===== config.mk =====
export PLATFORM = sky130hd
export DESIGN_NAME = button_debouncer
export DESIGN_NICKNAME = d
export VERILOG_FILES = /design/src/rtl/button_debouncer.sv
export SDC_FILE = /design/constraint.sdc
export NUM_CORES = 1
export LEC_CHECK = 0
export ABC_AREA = 1
export CORE_ASPECT_RATIO = 0.5
export CORE_UTILIZATION = 50
export CTS_CLUSTER_SIZE = 14
export DETAILED_ROUTE_END_ITERATION = 8
export PLACE_DENSITY = 0.72
export SYNTH_ARGS = -nofsm -noshare
export SYNTH_HDL_FRONTEND = slang
export SYNTH_SLANG_ARGS = --single-unit

===== constraint.sdc =====
create_clock -name clk_clk -period 1.77 [get_ports clk_clk]
set_clock_uncertainty 0.1 [all_clocks]
set_input_delay 0.177 -clock clk_clk [delete_from_list [all_inputs] [get_ports clk_clk]]
set_output_delay 0.177 -clock clk_clk [all_outputs]
set_load 0.02 [all_outputs]

===== src/rtl/button_debouncer.sv =====
// Per-key synchronise + debounce for the board push-buttons.
// Drives the core's 32-bit button word with levels and a press counter.
module button_debouncer #(
  parameter int N_BUTTONS       = 4,
  parameter int DEBOUNCE_CYCLES = 1000000,
  parameter bit ACTIVE_LOW      = 1'b1
) (
  input  logic                 clk_clk,
  input  logic                 reset_reset,
  input  logic [N_BUTTONS-1:0] key_raw,
  output logic [31:0]          button_export,
  output logic [N_BUTTONS-1:0] press_pulse,
  output logic [N_BUTTONS-1:0] release_pulse
);

  localparam int CW =
    (DEBOUNCE_CYCLES > 1) ? $clog2(DEBOUNCE_CYCLES) : 1;
  localparam logic [CW-1:0] LAST =
    CW'(DEBOUNCE_CYCLES - 1);
  localparam logic [N_BUTTONS-1:0] REL =
    ACTIVE_LOW ? '1 : '0;

  logic [N_BUTTONS-1:0] s1;
  logic [N_BUTTONS-1:0] s2;
  logic [N_BUTTONS-1:0] p;
  logic [N_BUTTONS-1:0] st;
  logic [N_BUTTONS-1:0] st_nxt;
  logic [N_BUTTONS-1:0] prs_nxt;
  logic [N_BUTTONS-1:0] rel_nxt;
  logic [CW-1:0]        cnt     [N_BUTTONS];
  logic [CW-1:0]        cnt_nxt [N_BUTTONS];
  logic [7:0]           press_cnt;

  assign p = ACTIVE_LOW ? ~s2 : s2;

  // A channel is pending whenever p differs from st
  always_comb begin
    st_nxt  = st;
    prs_nxt = '0;
    rel_nxt = '0;
    for (int i = 0; i < N_BUTTONS; i++) begin
      cnt_nxt[i] = '0;
      if (p[i] != st[i]) begin
        if (cnt[i] == LAST) begin
          st_nxt[i]  = p[i];
          prs_nxt[i] = p[i];
          rel_nxt[i] = ~p[i];
        end else begin
          cnt_nxt[i] = cnt[i] + CW'(1);
        end
      end
    end
  end

  always_ff @(posedge clk_clk) begin
    if (reset_reset) begin
      s1            <= REL;
      s2            <= REL;
      st            <= '0;
      press_pulse   <= '0;
      release_pulse <= '0;
      press_cnt     <= '0;
      for (int i = 0; i < N_BUTTONS; i++)
        cnt[i] <= '0;
    end else begin
      s1            <= key_raw;
      s2            <= s1;
      st            <= st_nxt;
      press_pulse   <= prs_nxt;
      release_pulse <= rel_nxt;
      press_cnt     <= press_cnt + 8'(|press_pulse);
      for (int i = 0; i < N_BUTTONS; i++)
        cnt[i] <= cnt_nxt[i];
    end
  end

  // Counter advances the cycle after a pulse is visible
  assign button_export =
    {16'h0, press_cnt, 8'(st)};

endmodule


==> impl_metrics.json, run 1 <==
{
  "multi_input_area_um2": 2680,
  "boundaryPins": 46,
  "synth_area_per_cell_um2": 6.90,
  "finalMaxSlewViolations": 0,
  "placed_cells": 924,
  "die_area_um2": 11000,
  "cts-root-to-sink-buffers": 2,
  "maxClockFrequency_mhz": 555,
  "route.vias.total": 4432,
  "design.core.area_um2": 10200,
  "fillerInstances": 976,
  "critPathMaxFanout": 3,
  "finalNetCount": 809,
  "die_width_um": 147,
  "vdd_ir_drop_max_mv": 0.459,
  "cts_tree": "yes",
  "crit_path_start_kind": "flop",
  "min_period_over_period": 1.02,
  "yosysWarnings": 0,
  "finalSetupViolCount": 2,
  "synthDistinctLibCells": 29,
  "wl_per_cell_um": 10.5,
  "failed_checks": "negative setup slack",
  "hold_path_class": "input pin to flop",
  "clockRootBuffer": "sky130_fd_sc_hd__clkbuf_16",
  "postSynth.topFlopCell": "sky130_fd_sc_hd__dfxtp_1",
  "final.hold.worst_slack_ns": 0.297,
  "yosysSeqAreaShare": 0.411,
  "status": "finished with violations",
  "ff_latch_area_um2": 2170,
  "area_growth_pct": 14.0,
  "gpl_wtd_cong": 0.817,
  "holdBufCountCts": 0,
  "post-route-drc-count": 0,
  "drt_first_iter_violations": 218,
  "insertedDiodeCount": 0,
  "dp_slack_ns": -0.122,
  "rows": 26,
  "wirelength_um": 9930,
  "critPathRequiredTime_ns": 1.96,
  "grt_start_max_net_pins": 21,
  "worst-endpoint-arrival_ns": 1.99,
  "power_dens_cells_nw_per_um2": 742,
  "cp-end-kind": "flop",
  "grt_antenna_before_repair": 0,
  "worst-setup-path-type": "flop to flop",
  "origin_of_the_critical_flop_to_flop_path": "press_pulse[0]",
  "clock_sinks": 108,
  "drive_gt1_frac": 0.0885,
  "cts-htree-levels": 3,
  "yosys_register_bits": 108,
  "synthesis.area_um2": 5260,
  "asyncSetResetFlopFracSynth": 0,
  "power_uw": 4450,
  "cts_buffers": 9,
  "detailedPlacementHpwl_um": 7260,
  "hold_violations": 0,
  "globalRoute.totalOverflow": 0,
  "synth_enable_flop_cells": 0,
  "post-route-worst-setup-slack_ns": -0.0306,
  "min-delay-start": "key_raw[0]",
  "clock_insertion_delay_worst_skew_ns": 0.34,
  "clkSlewWorstSetupHoldPaths_ns": 0.07,
  "setup-tns-final_ns": -0.0485,
  "finalWorstPathRequiredPeriod_ns": 1.80,
  "placement.io_buffers": 25,
  "floorplan.die.height_um": 74.5,
  "startpoint": "press_pulse[0]",
  "antenna_violating_nets_post_route": 0,
  "maxCapViolations": 0,
  "first_pass_grt_wire_length_um": 17100,
  "instances_no_fill": 942,
  "rsz_0062_raised_after_global_routing": "yes",
  "detail_route.vias_per_cell": 4.70,
  "first_global_vias": 3901,
  "grt_util_all_layers": 0.193,
  "netlist_instances": 762,
  "p_leak_uw": 0.00211,
  "floorplan.initialDensity": 0.515,
  "dr.pass1.iters": 4
}
## kinds of logic after synthesis
kind of cell,after synthesis,synth area share
AO/OA/AOI/OAI,48,0.0483
XOR/XNOR,35,0.0583
adder cells (fa/ha/maj),6,0.0143
buffers and inverters,119,0.106
flip-flops,108,0.411
other,1,0.000713
AND/OR/NAND/NOR,445,0.362
## Yosys cell counts, drive strengths merged, types with 2 or more instances
cell type  instances  area share
inv               89       0.064
o21ai             10       0.010
buf               28       0.041
ha                 6       0.014
nor2             175        0.14
nand3             44       0.044
or2               12       0.014
nand2            189        0.14
clkbuf             2      0.0014
a21oi             34       0.032
dfxtp            108        0.41
nand3b             7       0.011
xnor2             12       0.020
nor3               8      0.0076
o21bai             4      0.0057
xor2              23       0.038
nand4              9       0.011
## timing repair
| action | 4_1_cts | 5_1_grt |
|---|---|---|
| gates cloned | 0 | 0 |
| endpoints found under the setup margin | 3 | 4 |
| pin swaps | 5 | 3 |
| resized for setup | 6 | 6 |
| setup buffers | 1 | 1 |
## cells in the final DEF (no fill, tap or decap), drive strengths merged, types with 20 or more instances in the layout
cell           count
inv               89
nor2             175
conb              20
nand2            189
dfxtp            108
a21oi             34
clkdlybuf4s50     25
nand3             44
xor2              23
## per-layer routing
metal | vias up | wire length, um | GRT usage
met5 | - | 0 | 0
met2 | 54 | 4630 | 0.340
met1 | 1986 | 4900 | 0.241
met4 | 0 | 110 | 0.0584
met3 | 12 | 284 | 0.0442
li1 | 2380 | - | -
## report_power, final
part	total (uW)	switching, uW	leakage (uW)	internal (uW)
Clock	1900	874	0.000142	1030
Sequential	2440	5.47	0.000873	2440
Combinational	106	73.9	0.00109	32.2
Total	4450	953	0.00211	3500
## final timing paths
check	cells past startpoint	end	slack, ns
worst max-delay path	10	press_cnt[6]	-0.03
worst min-delay path	2	s1[0]	0.30
worst max register to register	10	press_cnt[6]	-0.03
worst min register to register	1	s2[1]	0.31
## sequential cells by signal (all words and copies together) (netlist names)
| name | cells |
|---|---|
| s1 | 4 |
| press_cnt | 8 |
| st | 4 |
| release_pulse | 4 |
| press_pulse | 4 |
| cnt | 80 |
| s2 | 4 |
## final cells by class
type                       instances  area share
clock inverter                     4     0.00396
tap                              140      0.0292
clock buffer                      12      0.0428
sequential                       108       0.361
inverter                          89      0.0557
timing repair buffer              35      0.0605
multi-input combinational        554       0.446
## per-stage QoR
| stage | utilization | area (um^2) |
|---|---|---|
| after global placement | 0.553 | 5650 |
| after CTS | 0.584 | 5960 |
| after detailed placement | 0.553 | 5650 |
| final | 0.587 | 6000 |
| after floorplan | - | 5350 |
| after global routing | 0.587 | 6000 |
## critical path, cell delays in order (launching register included)
cell	delay [ns]
sky130_fd_sc_hd__dfxtp_4	0.34
sky130_fd_sc_hd__or4_4	0.55
sky130_fd_sc_hd__ha_4	0.19
sky130_fd_sc_hd__ha_4	0.15
sky130_fd_sc_hd__nand2_2	0.06
sky130_fd_sc_hd__inv_2	0.04
sky130_fd_sc_hd__nand2_4	0.07
sky130_fd_sc_hd__nor2_4	0.04
sky130_fd_sc_hd__nand3_2	0.05
sky130_fd_sc_hd__nand2_1	0.05
sky130_fd_sc_hd__nor2_1	0.10
No activity file was read; power rests on OpenSTA's default activity.
==> inputs of run 2 (changes only) <==
--- a/config.mk
+++ b/config.mk
@@ -7,10 +7,10 @@
 export LEC_CHECK = 0
 export ABC_AREA = 1
 export CORE_ASPECT_RATIO = 0.5
-export CORE_UTILIZATION = 50
+export CORE_UTILIZATION = 52
 export CTS_CLUSTER_SIZE = 14
 export DETAILED_ROUTE_END_ITERATION = 8
-export PLACE_DENSITY = 0.72
+export PLACE_DENSITY = 0.75
 export SYNTH_ARGS = -nofsm -noshare
 export SYNTH_HDL_FRONTEND = slang
 export SYNTH_SLANG_ARGS = --single-unit
==> impl_metrics.json, run 2 (same netlist as run 1, synthesis figures left out) <==
{
  "placed_cell_area_um2": 5650,
  "placed_cells": 919,
  "drt_first_iter_violations": 169,
  "final_cell_mix": "185 x sky130_fd_sc_hd__nand2_1, 158 x sky130_fd_sc_hd__nor2_1, 106 x sky130_fd_sc_hd__dfxtp_1",
  "finalNetCount": 808,
  "design.core.area_um2": 9630,
  "dr.pass1.iters": 4,
  "grt_start_max_net_pins": 21,
  "p_leak_uw": 0.00206,
  "worstRegToRegCells": 9,
  "grt_antenna_before_repair": 0,
  "crit-reg2reg-capture": "press_cnt[6]",
  "cts-root-to-sink-buffers": 2,
  "finish.utilization": 0.617,
  "critPathMaxFanout": 3,
  "origin_of_the_critical_flop_to_flop_path": "press_pulse[0]",
  "clock_sinks": 108,
  "clockRootBuffer": "sky130_fd_sc_hd__clkbuf_16",
  "instances_no_fill": 936,
  "maxCapViolations": 0,
  "r2r_slack_ns": -0.01,
  "rows": 25,
  "min-delay-start": "key_raw[0]",
  "placement.io_buffers": 25,
  "min_period_over_period": 1.01,
  "area_growth_pct": 13.0,
  "failed_checks": "negative setup slack",
  "insertedDiodeCount": 0,
  "last_element_of_the_critical_path": "press_cnt[6]",
  "detail_route.vias_per_cell": 4.71,
  "finalMaxSlewViolations": 0,
  "cts_tree": "yes",
  "first_global_vias": 3945,
  "cts-htree-levels": 3,
  "cts_buffers": 9,
  "vdd_ir_drop_max_mv": 0.577,
  "rsz_0062_raised_after_global_routing": "yes",
  "floorplan.initialDensity": 0.546,
  "hold_violations": 0,
  "worst-endpoint-arrival_ns": 1.93,
  "first_pass_grt_wire_length_um": 16800,
  "wl_per_cell_um": 10.4,
  "finalWorstPathRequiredPeriod_ns": 1.78,
  "floorplan.die.height_um": 73.1,
  "boundaryPins": 46,
  "drive_gt1_frac": 0.0811,
  "post-route-drc-count": 0,
  "hold_path_class": "input pin to flop",
  "die_width_um": 144,
  "antenna_violating_nets_post_route": 0,
  "clock_insertion_delay_worst_skew_ns": 0.34,
  "route.vias.total": 4410,
  "detailedPlacementHpwl_um": 7250,
  "status": "finished with violations",
  "gpl_wtd_cong": 0.808,
  "crit_path_start_kind": "flop",
  "finish.instance_area_um2": 5940,
  "wirelength_um": 9760,
  "worst-setup-path-type": "flop to flop",
  "worst_hold_path.num_cells": 2,
  "critPathRequiredTime_ns": 1.91,
  "largest_register_ff_count": 80,
  "startpoint": "press_pulse[0]",
  "clkSlewWorstSetupHoldPaths_ns": 0.07,
  "layout.cells.most_common": "sky130_fd_sc_hd__nand2_1",
  "registers.top_by_ff_count": "cnt",
  "die_area_um2": 10500,
  "finalSetupViolCount": 1,
  "maxClockFrequency_mhz": 560,
  "post-route-worst-setup-slack_ns": -0.0149,
  "cp-end-kind": "flop",
  "largest_registers": "cnt: 80 flops, press_cnt: 8 flops",
  "fillerInstances": 871,
  "grt_util_all_layers": 0.200,
  "globalRoute.totalOverflow": 0,
  "power_dens_cells_nw_per_um2": 739
}
==> run 2: per-stage QoR <==
| stage | setup slack, ns | total power [uW] | TNS (ns) | hold slack (ns) |
|---|---|---|---|---|
| 2_1_floorplan | -0.0371 | 2610 | -0.0371 | 0.181 |
| 3_3_place_gp | -0.0477 | 2600 | -0.0477 | 0.294 |
| 3_5_place_dp | -0.0964 | 2610 | -0.117 | 0.295 |
| 4_1_cts | -0.0472 | 4450 | -0.0472 | 0.290 |
| 5_1_grt | -0.0860 | 4540 | -0.194 | 0.304 |
| 6_report | -0.0149 | 4390 | -0.0149 | 0.298 |
==> run 2: how the worst min path moves through the flow <==
stage	end	slack (ns)
2_1_floorplan	s1[0]	0.18
3_3_place_gp	s2[3]	0.29
3_5_place_dp	s2[3]	0.30
4_1_cts	s1[0]	0.29
5_1_grt	s1[2]	0.30
6_report	s1[0]	0.30
==> run 2: where the power goes <==
group / total (uW) / switching [uW] / internal (uW)
combinational: 106 / 73.8 / 32.2
clock: 1840 / 879 / 960
sequential: 2440 / 5.77 / 2440
total: 4390 / 958 / 3430
==> run 2: layer usage <==
layer  share of wire  vias to the layer above  GRT usage
li1                -                     2375          -
met1            0.49                     1962      0.251
met5               0                        -          0
met3           0.030                       12     0.0440
met2            0.46                       61      0.345
met4           0.014                        0     0.0678
==> run 2: final cells by class <==
class                           count  area, um^2  area share
Sequential cell                   108        2170       0.365
Multi-Input combinational cell    554        2650       0.446
Timing Repair Buffer               34         355      0.0598
Clock inverter                      3        23.8     0.00400
Tap cell                          135         169      0.0284
Inverter                           89         334      0.0562
Clock buffer                       13         240      0.0404
==> run 2: what timing repair did <==
action	in CTS	in global routing
resized for setup	6	1
pin swaps	5	2
hold buffers	0	0
endpoints found under the hold margin	0	0
endpoints found under the setup margin	3	4
setup buffers	1	0
==> run 2: critical path: stages, from the launching register on <==
cell and delay [ns]:
sky130_fd_sc_hd__dfxtp_4 0.34, sky130_fd_sc_hd__or4_4 0.52, sky130_fd_sc_hd__ha_4 0.19, sky130_fd_sc_hd__ha_4 0.15, sky130_fd_sc_hd__nand2_2 0.06, sky130_fd_sc_hd__inv_2 0.04, sky130_fd_sc_hd__nand2_2 0.07, sky130_fd_sc_hd__nor2_2 0.05
sky130_fd_sc_hd__a21oi_2 0.11, sky130_fd_sc_hd__nor2_1 0.05
